`src/rtl/fft_addr_gen_if.sv`:
```
// Control and address bundle between the FFT sequencer and the address generator.
interface fft_addr_gen_if #(
    parameter int LOG2N = 4
);
    logic             start_i;
    logic             step_i;
    logic             clear_i;
    logic [LOG2N-1:0] addr_a_o;
    logic [LOG2N-1:0] addr_b_o;
    logic [LOG2N-2:0] tw_idx_o;
    logic [3:0]       stage_o;
    logic             valid_o;
    logic             last_o;
    logic             busy_o;
    logic             done_o;

    modport master (
        output start_i, step_i, clear_i,
        input  addr_a_o, addr_b_o, tw_idx_o, stage_o,
        input  valid_o, last_o, busy_o, done_o
    );

    modport slave (
        input  start_i, step_i, clear_i,
        output addr_a_o, addr_b_o, tw_idx_o, stage_o,
        output valid_o, last_o, busy_o, done_o
    );
endinterface

```
`src/rtl/fft_addr_gen.sv`:
```
// Radix-2 in-place FFT butterfly address and twiddle index sequencer.
// Walks LOG2N stages of N/2 butterflies, advancing one butterfly per step.
module fft_addr_gen #(
    parameter int LOG2N = 4
) (
    input  logic                clk_i,
    input  logic                rst_ni,
    fft_addr_gen_if.slave       bus
);
    localparam int KW = LOG2N - 1;
    localparam logic [3:0] S_LAST = 4'(LOG2N - 1);

    typedef enum logic [1:0] {
        IDLE = 2'd0,
        RUN  = 2'd1,
        DONE = 2'd2
    } state_e;

    state_e        state_q, state_d;
    logic [KW-1:0] k_q, k_d;
    logic [3:0]    stage_q, stage_d;

    always_comb begin
        state_d = state_q;
        k_d     = k_q;
        stage_d = stage_q;
        if (bus.clear_i) begin
            state_d = IDLE;
            k_d     = '0;
            stage_d = '0;
        end else begin
            case (state_q)
                IDLE: begin
                    if (bus.start_i) begin
                        state_d = RUN;
                        k_d     = '0;
                        stage_d = '0;
                    end
                end
                RUN: begin
                    if (bus.step_i) begin
                        if (k_q != '1) begin
                            k_d = k_q + KW'(1);
                        end else if (stage_q != S_LAST) begin
                            k_d     = '0;
                            stage_d = stage_q + 4'd1;
                        end else begin
                            state_d = DONE;
                            k_d     = '0;
                            stage_d = '0;
                        end
                    end
                end
                DONE: begin
                    state_d = IDLE;
                end
                default: begin
                    state_d = IDLE;
                    k_d     = '0;
                    stage_d = '0;
                end
            endcase
        end
    end

    always_ff @(posedge clk_i or negedge rst_ni) begin
        if (!rst_ni) begin
            state_q <= IDLE;
            k_q     <= '0;
            stage_q <= '0;
        end else begin
            state_q <= state_d;
            k_q     <= k_d;
            stage_q <= stage_d;
        end
    end

    // Outputs decode registered state only; no input reaches them.
    logic             run;
    logic [LOG2N-1:0] kx, mask, half, a_w, b_w;
    logic [KW-1:0]    tw_w;

    always_comb begin
        run  = (state_q == RUN);
        kx   = LOG2N'(k_q);
        half = LOG2N'(1) << stage_q;
        mask = half - LOG2N'(1);
        a_w  = ((kx >> stage_q) << (stage_q + 4'd1)) | (kx & mask);
        b_w  = a_w + half;
        tw_w = (k_q & mask[KW-1:0]) << (4'(KW) - stage_q);
    end

    assign bus.valid_o  = run;
    assign bus.addr_a_o = run ? a_w : '0;
    assign bus.addr_b_o = run ? b_w : '0;
    assign bus.tw_idx_o = run ? tw_w : '0;
    assign bus.stage_o  = run ? stage_q : '0;
    assign bus.last_o   = run && (stage_q == S_LAST) && (k_q == '1);
    assign bus.busy_o   = (state_q == RUN) || (state_q == DONE);
    assign bus.done_o   = (state_q == DONE);
endmodule

```
`src/flat_wrapper.sv`:
```
// flat-port wrapper written by rule: the top's interface ports become plain ports
module fft_addr_gen_flat 
#(
    parameter int LOG2N = 4
)
  (clk_i, rst_ni, bus_start_i, bus_step_i, bus_clear_i, bus_addr_a_o, bus_addr_b_o, bus_tw_idx_o, bus_stage_o, bus_valid_o, bus_last_o, bus_busy_o, bus_done_o);
  fft_addr_gen_if #(.LOG2N(LOG2N)) bus_i ();
  input  logic clk_i;
  input  logic rst_ni;
  input wire logic [$bits(bus_i.start_i)-1:0] bus_start_i;
  input wire logic [$bits(bus_i.step_i)-1:0] bus_step_i;
  input wire logic [$bits(bus_i.clear_i)-1:0] bus_clear_i;
  output wire logic [$bits(bus_i.addr_a_o)-1:0] bus_addr_a_o;
  output wire logic [$bits(bus_i.addr_b_o)-1:0] bus_addr_b_o;
  output wire logic [$bits(bus_i.tw_idx_o)-1:0] bus_tw_idx_o;
  output wire logic [$bits(bus_i.stage_o)-1:0] bus_stage_o;
  output wire logic [$bits(bus_i.valid_o)-1:0] bus_valid_o;
  output wire logic [$bits(bus_i.last_o)-1:0] bus_last_o;
  output wire logic [$bits(bus_i.busy_o)-1:0] bus_busy_o;
  output wire logic [$bits(bus_i.done_o)-1:0] bus_done_o;
  assign bus_i.start_i = bus_start_i;
  assign bus_i.step_i = bus_step_i;
  assign bus_i.clear_i = bus_clear_i;
  assign bus_addr_a_o = bus_i.addr_a_o;
  assign bus_addr_b_o = bus_i.addr_b_o;
  assign bus_tw_idx_o = bus_i.tw_idx_o;
  assign bus_stage_o = bus_i.stage_o;
  assign bus_valid_o = bus_i.valid_o;
  assign bus_last_o = bus_i.last_o;
  assign bus_busy_o = bus_i.busy_o;
  assign bus_done_o = bus_i.done_o;
  fft_addr_gen #(.LOG2N(LOG2N)) u_core (.clk_i(clk_i), .rst_ni(rst_ni), .bus(bus_i));
endmodule
```
`config.mk`:
```
export PLATFORM = sky130hd
export DESIGN_NAME = fft_addr_gen_flat
export DESIGN_NICKNAME = d
export VERILOG_FILES = /design/src/rtl/fft_addr_gen_if.sv /design/src/rtl/fft_addr_gen.sv /design/src/flat_wrapper.sv
export SDC_FILE = /design/constraint.sdc
export NUM_CORES = 1
export LEC_CHECK = 0
export BUFFER_PORTS_ARGS = -buffer_cell sky130_fd_sc_hd__buf_4
export CAP_MARGIN = 20
export CORE_ASPECT_RATIO = 0.8
export CORE_MARGIN = 2
export CORE_UTILIZATION = 45
export DETAILED_ROUTE_END_ITERATION = 10
export PLACE_DENSITY = 0.73
export SLEW_MARGIN = 20
export SYNTH_ARGS = -nofsm -noshare
export SYNTH_HDL_FRONTEND = slang
export SYNTH_SLANG_ARGS = --single-unit
```
`constraint.sdc`:
```
create_clock -name clk_i -period 7.1 [get_ports clk_i]
set_input_delay 1.42 -clock clk_i [delete_from_list [all_inputs] [get_ports clk_i]]
set_output_delay 1.42 -clock clk_i [all_outputs]
set_load 0.1 [all_outputs]
```
# == Word-level counts from Yosys, hierarchy flattened ==
# Cells that the tools add are included.
# Widths: inputs -> output; s select.
# classes
bitwise,3
n_mux,21
add_sub_neg,5
reduce_logical,7
eq_ne,11
shift,4
# op_table
operator,n
$mux 4,8
$mux 3,5
$ne 3x3->1 const B,5
$pmux 4 s3,1
$mux 2,5
$pmux 3 s3,1
$reduce_and 4->1,2
$add 4x1->4 const B,1
$add 4x4->4,1
$and 3x4->4,1
$eq 4x2->1 const B,1
$ne 4x2->1 const B,1
$or 4x4->4,1
$pmux 2 s2,1
$shl 1x4->4 const A,1
$shl 3x4->3,1
$shl 4x4->4,1
$shr 3x4->4,1
$sub 2x4->4 const A,1
$sub 4x1->4 const B,1
$add 3x1->3 const B,1
$and 3x3->3,1
$eq 3x3->1 const B,1
$reduce_and 3->1,1
other kinds (6),7
# totals
regBits,9
word_cells,54
in_bits,5

# == Longest topological paths before layout ==
# Gate-level depths: netlist of the first run.
# depth
depth_word,6
depth_mapped,14
ltp_nobuf,13

# == Least setup slack after synthesis of the first run ==
# No wires, ideal clock.
# synth_timing
kind,reg-to-output
from,register u_core.state_q[1]
to,output bus_tw_idx_o[1]
n_path_buf,1
slack_ps,1743
stages_incl_launch_ff,6
arrival_ps,3937
required_time_ps,5680
path_cell_list,dfrtp_1 inv_1 ha_1 clkbuf_1 nand2_1 nor3b_1
# synth_between
elab_chain_cells,2
# synth_lines
element,line_no,rtl
start: declaration,fft_addr_gen.sv:19,"state_e state_q, state_d;"
start signal: assignment,fft_addr_gen.sv:72,state_q <= state_d;
$eq 2x1->1,fft_addr_gen.sv:84,run = (state_q == RUN);
named net bus_valid_o,flat_wrapper.sv:17,output wire logic [$bits(bus_i.valid_o)-1:0] bus_valid_o;
$mux 3,fft_addr_gen.sv:96,assign bus.tw_idx_o = run ? tw_w : '0;
end: declaration,flat_wrapper.sv:15,output wire logic [$bits(bus_i.tw_idx_o)-1:0] bus_tw_idx_o;
# The timed path passes the listed nets, and every way through them passes these cells.

# == Worst setup path after layout of the first run ==
# layout_timing
from,register u_core.stage_q[3]
to,output bus_addr_b_o[3]
# layout_between
elab_chain_cells,6
elab_cells_between_ends,9
# layout_lines
element,line_no,rtl
start: declaration,fft_addr_gen.sv:21,"logic [3:0] stage_q, stage_d;"
start signal: assignment,fft_addr_gen.sv:74,stage_q <= stage_d;
branches (longest 4 deep; another with $add 4x1->4),--,
$add 4x4->4 *,fft_addr_gen.sv:89,b_w = a_w + half;
$mux 4 *,fft_addr_gen.sv:95,assign bus.addr_b_o = run ? b_w : '0;
end: declaration,flat_wrapper.sv:14,output wire logic [$bits(bus_i.addr_b_o)-1:0] bus_addr_b_o;
# Every way passes the cells marked *.

==> results of run 1 <==
==> state kept, by name (all words and copies together), names as in the netlist <==
| name | flops |
|---|---|
| u_core.stage_q | 4 |
| u_core.k_q | 3 |
| u_core.state_q | 2 |
==> layout make-up <==
type,instances,area [sq um]
inverters,12,45.0
fillers,195,922
repair buffers,23,173
well taps,25,31.3
clock buffers,4,26.3
flip-flops and latches,9,225
multi-input cells,104,698
==> layout by cell type (no fill, tap or decap), drive strengths merged <==
cell type	instances
a22o	1
nor3b	2
dfrtp	9
buf	23
mux2i	2
clkbuf	4
nand3	5
fa	1
a31oi	1
nor4	1
nand4	1
nor2b	5
and2	11
nand3b	1
nor4b	1
or2	1
or4	1
xnor2	3
or3	1
xor2	1
nand2b	1
o21ai	6
o211ai	2
mux2	1
a21oi	11
a21o	1
inv	12
nor3	7
nor2	15
ha	12
nand2	9
==> cells by family after synthesis <==
| group | synth area share [%] |
|---|---|
| multiplexers | 3.14 |
| adder cells (fa/ha/maj) | 17.1 |
| AO/OA/AOI/OAI | 12.7 |
| flip-flops | 22.6 |
| XOR/XNOR | 3.52 |
| AND/OR/NAND/NOR | 33.7 |
| buffers and inverters | 7.17 |
==> layer usage <==
metal | global-route usage [%] | vias up | part of all wire, %
li1 | - | 485 | -
met1 | 25.6 | 392 | 51
met2 | 24.7 | 36 | 40
met3 | 2.25 | 2 | 8.0
met4 | 5.71 | 0 | 0.37
met5 | 0 | - | 0
==> power breakdown <==
group          leakage, nW  switching (W)  internal, W
registers            0.125     0.00000164    0.0000528
clock network       0.0150      0.0000170    0.0000216
logic                0.421      0.0000435    0.0000142
total                0.561      0.0000621    0.0000886
==> per-stage QoR <==
step	instances	hold slack, ns
after floorplan	130	0.537
after global placement	173	0.588
after detailed placement	173	0.599
after CTS	177	0.609
after global routing	177	0.640
final	177	0.598
==> worst max path at each step <==
stage / startpoint / end / slack [ns] / cells after the start
floorplan: u_core.state_q[1]$_DFFE_PN0P_ / bus_tw_idx_o[1] / 1.74 / 5
global placement: u_core.stage_q[3]$_DFFE_PN0P_ / bus_addr_b_o[3] / 2.62 / 14
detailed placement: u_core.stage_q[3]$_DFFE_PN0P_ / bus_addr_b_o[3] / 2.54 / 14
CTS: u_core.stage_q[3]$_DFFE_PN0P_ / bus_addr_b_o[3] / 2.24 / 14
global route: u_core.stage_q[2]$_DFFE_PN0P_ / bus_addr_b_o[3] / 2.03 / 14
finish: u_core.stage_q[3]$_DFFE_PN0P_ / bus_addr_b_o[3] / 2.25 / 14
==> critical path: cells and delay by family (launching register included) <==
kind	cells	cell delay [ns]
adders and majority gates	2	0.57
buffers and inverters	3	0.44
AOI/OAI and AO/OA	3	0.61
and+or+nand+nor	4	0.80
xor gates and xnor gates	2	0.33
DFF	1	0.42
==> impl_metrics.tcl, run 1 <==
set metrics [dict create \
    slew_violations 0 \
    clk-insertion-delay-late_ns 0.26 \
    io_pins 24 \
    r2r-end "u_core.stage_q[3]$_DFFE_PN0P_" \
    htreeDepth 1 \
    clockRootBuffer "clkbuf_4" \
    gp_congestion 0.877 \
    outcome "finished, final reports clean" \
    place_area_sq_um 1170 \
    die_w_um 56.6 \
    synth_top_cell_area_share_pct 22.6 \
    critPathKind "reg2out" \
    slowest_delay_ns 0.42 \
    timing.final.ws_setup_ns 2.25 \
    cts_made_buffers 3 \
    fin_crit_sh_pct 68.4 \
    postCtsSetupRepairBufs 0 \
    cts_hold_buffers 0 \
    final_util_pct 56.5 \
    pwr_density_cell_nw_per_um2 126 \
    nNetsFinal 171 \
    synth_fp_nets 148 \
    drt_first_iter_violations 27 \
    rows 15 \
    synth_area_leaders "dfrtp_1, ha_1, and2_1, nor2_1, a21oi_1" \
    hold_end "u_core.state_q[1]$_DFFE_PN0P_" \
    cts_tree "yes" \
    post_cts_resized 0 \
    setup_viol 0 \
    io_buffer_count 23 \
    r2r_slack_ns 4.70 \
    n_antenna_cell 0 \
    fin_crit_ns 4.85 \
    synthFlopType "dfrtp_1" \
    drive_gt1_share_pct 20.4 \
    end_kind "output pin" \
    synth-edff-count 0 \
    p_total_w 0.000151 \
    hp-start "u_core.state_q[1]$_DFFE_PN0P_" \
    wirelength_um 2180 \
    ys_async_sr_fraction_pct 100 \
    syn_area_sq_um 995 \
    netlist_instances 130 \
    power.ir.vdd_worst_mv 0.123 \
    yosysWarnings 0 \
    r2r-start "u_core.state_q[1]$_DFFE_PN0P_" \
    cp-start-kind "flop" \
    synth.most_common_cell "nor2_1" \
    first_pass_iters 4 \
    syn_avg_cell_area_sq_um 7.65 \
    synthTopCellsByCount "nor2_1, ha_1, inv_1, a21oi_1, and2_1" \
    initial_core_util_pct 46.9 \
    cap_viol_max_count 0 \
    critPathSlowestCell "dfrtp_1" \
    dp_worst_setup_slack_ns 2.54 \
    postRouteAntennaNets 0 \
    grt_pass1_wl_um 3430 \
    die_h_um 46.1 \
    vias 915 \
    crit_required_ns 5.68 \
    core_area_sq_um 2120 \
    rsz0062_at_grt "no" \
    grt_overflow 0 \
    reg2reg_depth 7 \
    antenna_found_initial 0 \
    path_clk_slew_ns 0.06 \
    dp_hpwl_um 1720 \
    syn_to_final_growth_pct 20.5 \
    crit_fanout 6 \
    dieArea_sq_um 2600 \
    grt.total_usage_pct 16.9 \
    slew_headroom_pct 58.6 \
    cts.sinks 9 \
    synth_cell_types 34 \
    fmax_mhz 206 \
    grt_pass1_vias 760 \
    hold_depth 2 \
    skew_ns 0.00198 \
    ys_ff_latch 9 \
    grt_start_max_net_pins 22 \
    wl_per_cell_um 12.3 \
    viasPerCell 5.17 \
    hold_violations 0 \
    cts_buffer_depth 2 \
    detail_route.drc_violations 0 \
    fin_tns_setup_ns 0 \
    arrival_ns 3.43 \
    p_leak_nw 0.561 \
    synth_seq_area_share_pct 22.6 \
    synth_top_cell_by_area "dfrtp_1" \
    critical_path.cell_chain "or2_1 -> nor3_1 -> inv_1 -> ha_1 -> nor2b_1 -> a21oi_1 -> inv_1 -> ha_1 -> a21o_1 -> a21oi_1 -> xor2_1 -> xnor2_1 -> and2_1 -> buf_4" \
    final_area_sq_um 1200 \
    min_path_type "reg2reg" \
    worstMarginPinSlew_ns 0.622 \
]
(Power assumes the default switching activity.)
==> inputs of run 2 (changes only) <==
- PLACE_DENSITY: 0.73 -> 0.76
- clock period: 7.1 -> 4.4 ns (I/O delays scaled with it)
==> run 2 against run 1 <==
Critical path depth did not move. Worst setup slack got worse by 2.0 ns. Largest power group unchanged. Flip-flop and latch count unchanged. Largest cell class unchanged. Die area is the same. Hold slack got worse by 0.18 ns. Critical path type unchanged.
==> impl_metrics.tcl, run 2 (same netlist as run 1, synthesis figures left out) <==
set metrics [dict create \
    min_path_type "in2async" \
    switching_share_pct 42.4 \
    hold_violations 0 \
    final_cell_mix "buf_4, nor2_1, inv_1, ha_1, and2_1" \
    cts_buffer_depth 2 \
    antenna_found_initial 0 \
    worstMarginPinSlew_ns 0.610 \
    die_h_um 46.1 \
    top_register "u_core.stage_q" \
    grt_overflow 0 \
    cts_tree "yes" \
    rsz0062_at_grt "no" \
    core_area_sq_um 2120 \
    r2r_slack_ns 1.96 \
    clockRootBuffer "clkbuf_4" \
    power_switching_w 0.000104 \
    grt.total_usage_pct 18.0 \
    end_kind "output pin" \
    syn_to_final_growth_pct 23.6 \
    grt_pass1_vias 823 \
    viasPerCell 5.35 \
    final_common_cell "buf_4" \
    dp_worst_setup_slack_ns 0.282 \
    fin_tns_setup_ns 0 \
    fin_crit_ns 4.20 \
    critPathKind "reg2out" \
    io_buffer_count 23 \
    nNetsFinal 172 \
    htreeDepth 1 \
    r2r-end "u_core.stage_q[3]$_DFFE_PN0P_" \
    cts.sinks 9 \
    cts_hold_buffers 0 \
    cp-start-kind "flop" \
    seq_power_share_pct 35.7 \
    crit_fanout 6 \
    first_pass_iters 4 \
    setup_viol 0 \
    r2r-start "u_core.state_q[1]$_DFFE_PN0P_" \
    skew_ns 0.000783 \
    p_total_w 0.000246 \
    postRouteAntennaNets 0 \
    drive_gt1_share_pct 24.2 \
    top_regs "u_core.stage_q (4), u_core.k_q (3), u_core.state_q (2)" \
    cts_made_buffers 3 \
    final_util_pct 58.0 \
    internal_power_w 0.000142 \
    outcome "finished, final reports clean" \
    largest_reg_flops 4 \
    grt_pass1_wl_um 3640 \
    power.ir.vdd_worst_mv 0.184 \
    grt_start_max_net_pins 22 \
    arrival_ns 3.32 \
    initial_core_util_pct 46.9 \
    drt_first_iter_violations 21 \
    p_leak_nw 0.572 \
    clk-insertion-delay-late_ns 0.26 \
    n_antenna_cell 0 \
    pwr_density_cell_nw_per_um2 200 \
    fmax_mhz 238 \
    crit_path_end "bus_addr_b_o[3]" \
    vias 952 \
    reg2reg_depth 7 \
    io_pins 24 \
    gp_congestion 0.866 \
    cap_viol_max_count 0 \
    rows 15 \
    startpoint "u_core.stage_q[3]$_DFFE_PN0P_" \
    detail_route.drc_violations 0 \
    clkPwrFrac_pct 26.3 \
    wl_per_cell_um 12.5 \
    path_clk_slew_ns 0.06 \
    slew_violations 0 \
    dp_hpwl_um 1800 \
    crit_required_ns 3.52 \
    fin_crit_sh_pct 95.4 \
    slew_headroom_pct 59.2 \
    wirelength_um 2220 \
    die_w_um 56.6 \
    p_comb_share_pct 38.0 \
    dieArea_sq_um 2600 \
    timing.final.ws_setup_ns 0.200 \
]
-- run 2: worst min path at each step --
stage / to / slack, ns / cells past startpoint
detailed placement: u_core.k_q[1]$_DFFE_PN0P_ / 0.58 / 2
global placement: u_core.state_q[1]$_DFFE_PN0P_ / 0.58 / 2
global route: u_core.stage_q[1]$_DFFE_PN0P_ / 0.42 / 1
finish: u_core.stage_q[3]$_DFFE_PN0P_ / 0.42 / 1
CTS: u_core.stage_q[3]$_DFFE_PN0P_ / 0.43 / 1
floorplan: u_core.k_q[1]$_DFFE_PN0P_ / 0.54 / 2
-- run 2: final cells by class --
| type | instances | area [sq um] |
|---|---|---|
| Tap cell | 25 | 31.3 |
| Timing Repair Buffer | 24 | 184 |
| Clock inverter | 1 | 5.00 |
| Sequential cell | 9 | 225 |
| Inverter | 12 | 45.0 |
| Fill cell | 195 | 891 |
| Multi-Input combinational cell | 104 | 717 |
| Clock buffer | 3 | 22.5 |
-- run 2: per-layer routing --
layer | GRT usage [%] | vias up | wire length (um)
met5 | 0 | - | 0
li1 | - | 487 | -
met3 | 4.21 | 2 | 131
met2 | 29.1 | 28 | 1040
met1 | 24.0 | 435 | 1050
met4 | 6.19 | 0 | 4
-- run 2: what timing repair did --
action	CTS	global route
setup buffers	0	0
endpoints found under the setup margin	1	1
resized for setup	1	2
-- run 2: stage by stage --
step	instance area, sq um	instances	hold slack (ns)
floorplan	1000	130	0.537
global placement	1190	174	0.585
detailed placement	1190	174	0.581
CTS	1220	178	0.427
global route	1230	178	0.421
finish	1230	178	0.423
-- run 2: critical path, cell delays in order (launching register included) --
cell and delay (ns):
dfrtp_1 0.44, or2_1 0.33, nor2_1 0.12, nand2_1 0.13
ha_1 0.33, nor2b_1 0.26, a21oi_2 0.10, inv_1 0.07
ha_1 0.23, a21o_1 0.18, a21oi_1 0.18, xor2_1 0.18
xnor2_1 0.13, and2_1 0.15, buf_6 0.22
-- run 2: power groups by stage --
stage / sequential (W) / combinational, W / clock, W
after global placement: 0.0000893 / 0.0000919 / 0
after CTS: 0.0000877 / 0.0000939 / 0.0000649
after floorplan: 0.0000887 / 0.0000751 / 0
after detailed placement: 0.0000893 / 0.0000932 / 0
final: 0.0000877 / 0.0000934 / 0.0000646
after global routing: 0.0000883 / 0.000101 / 0.0000693
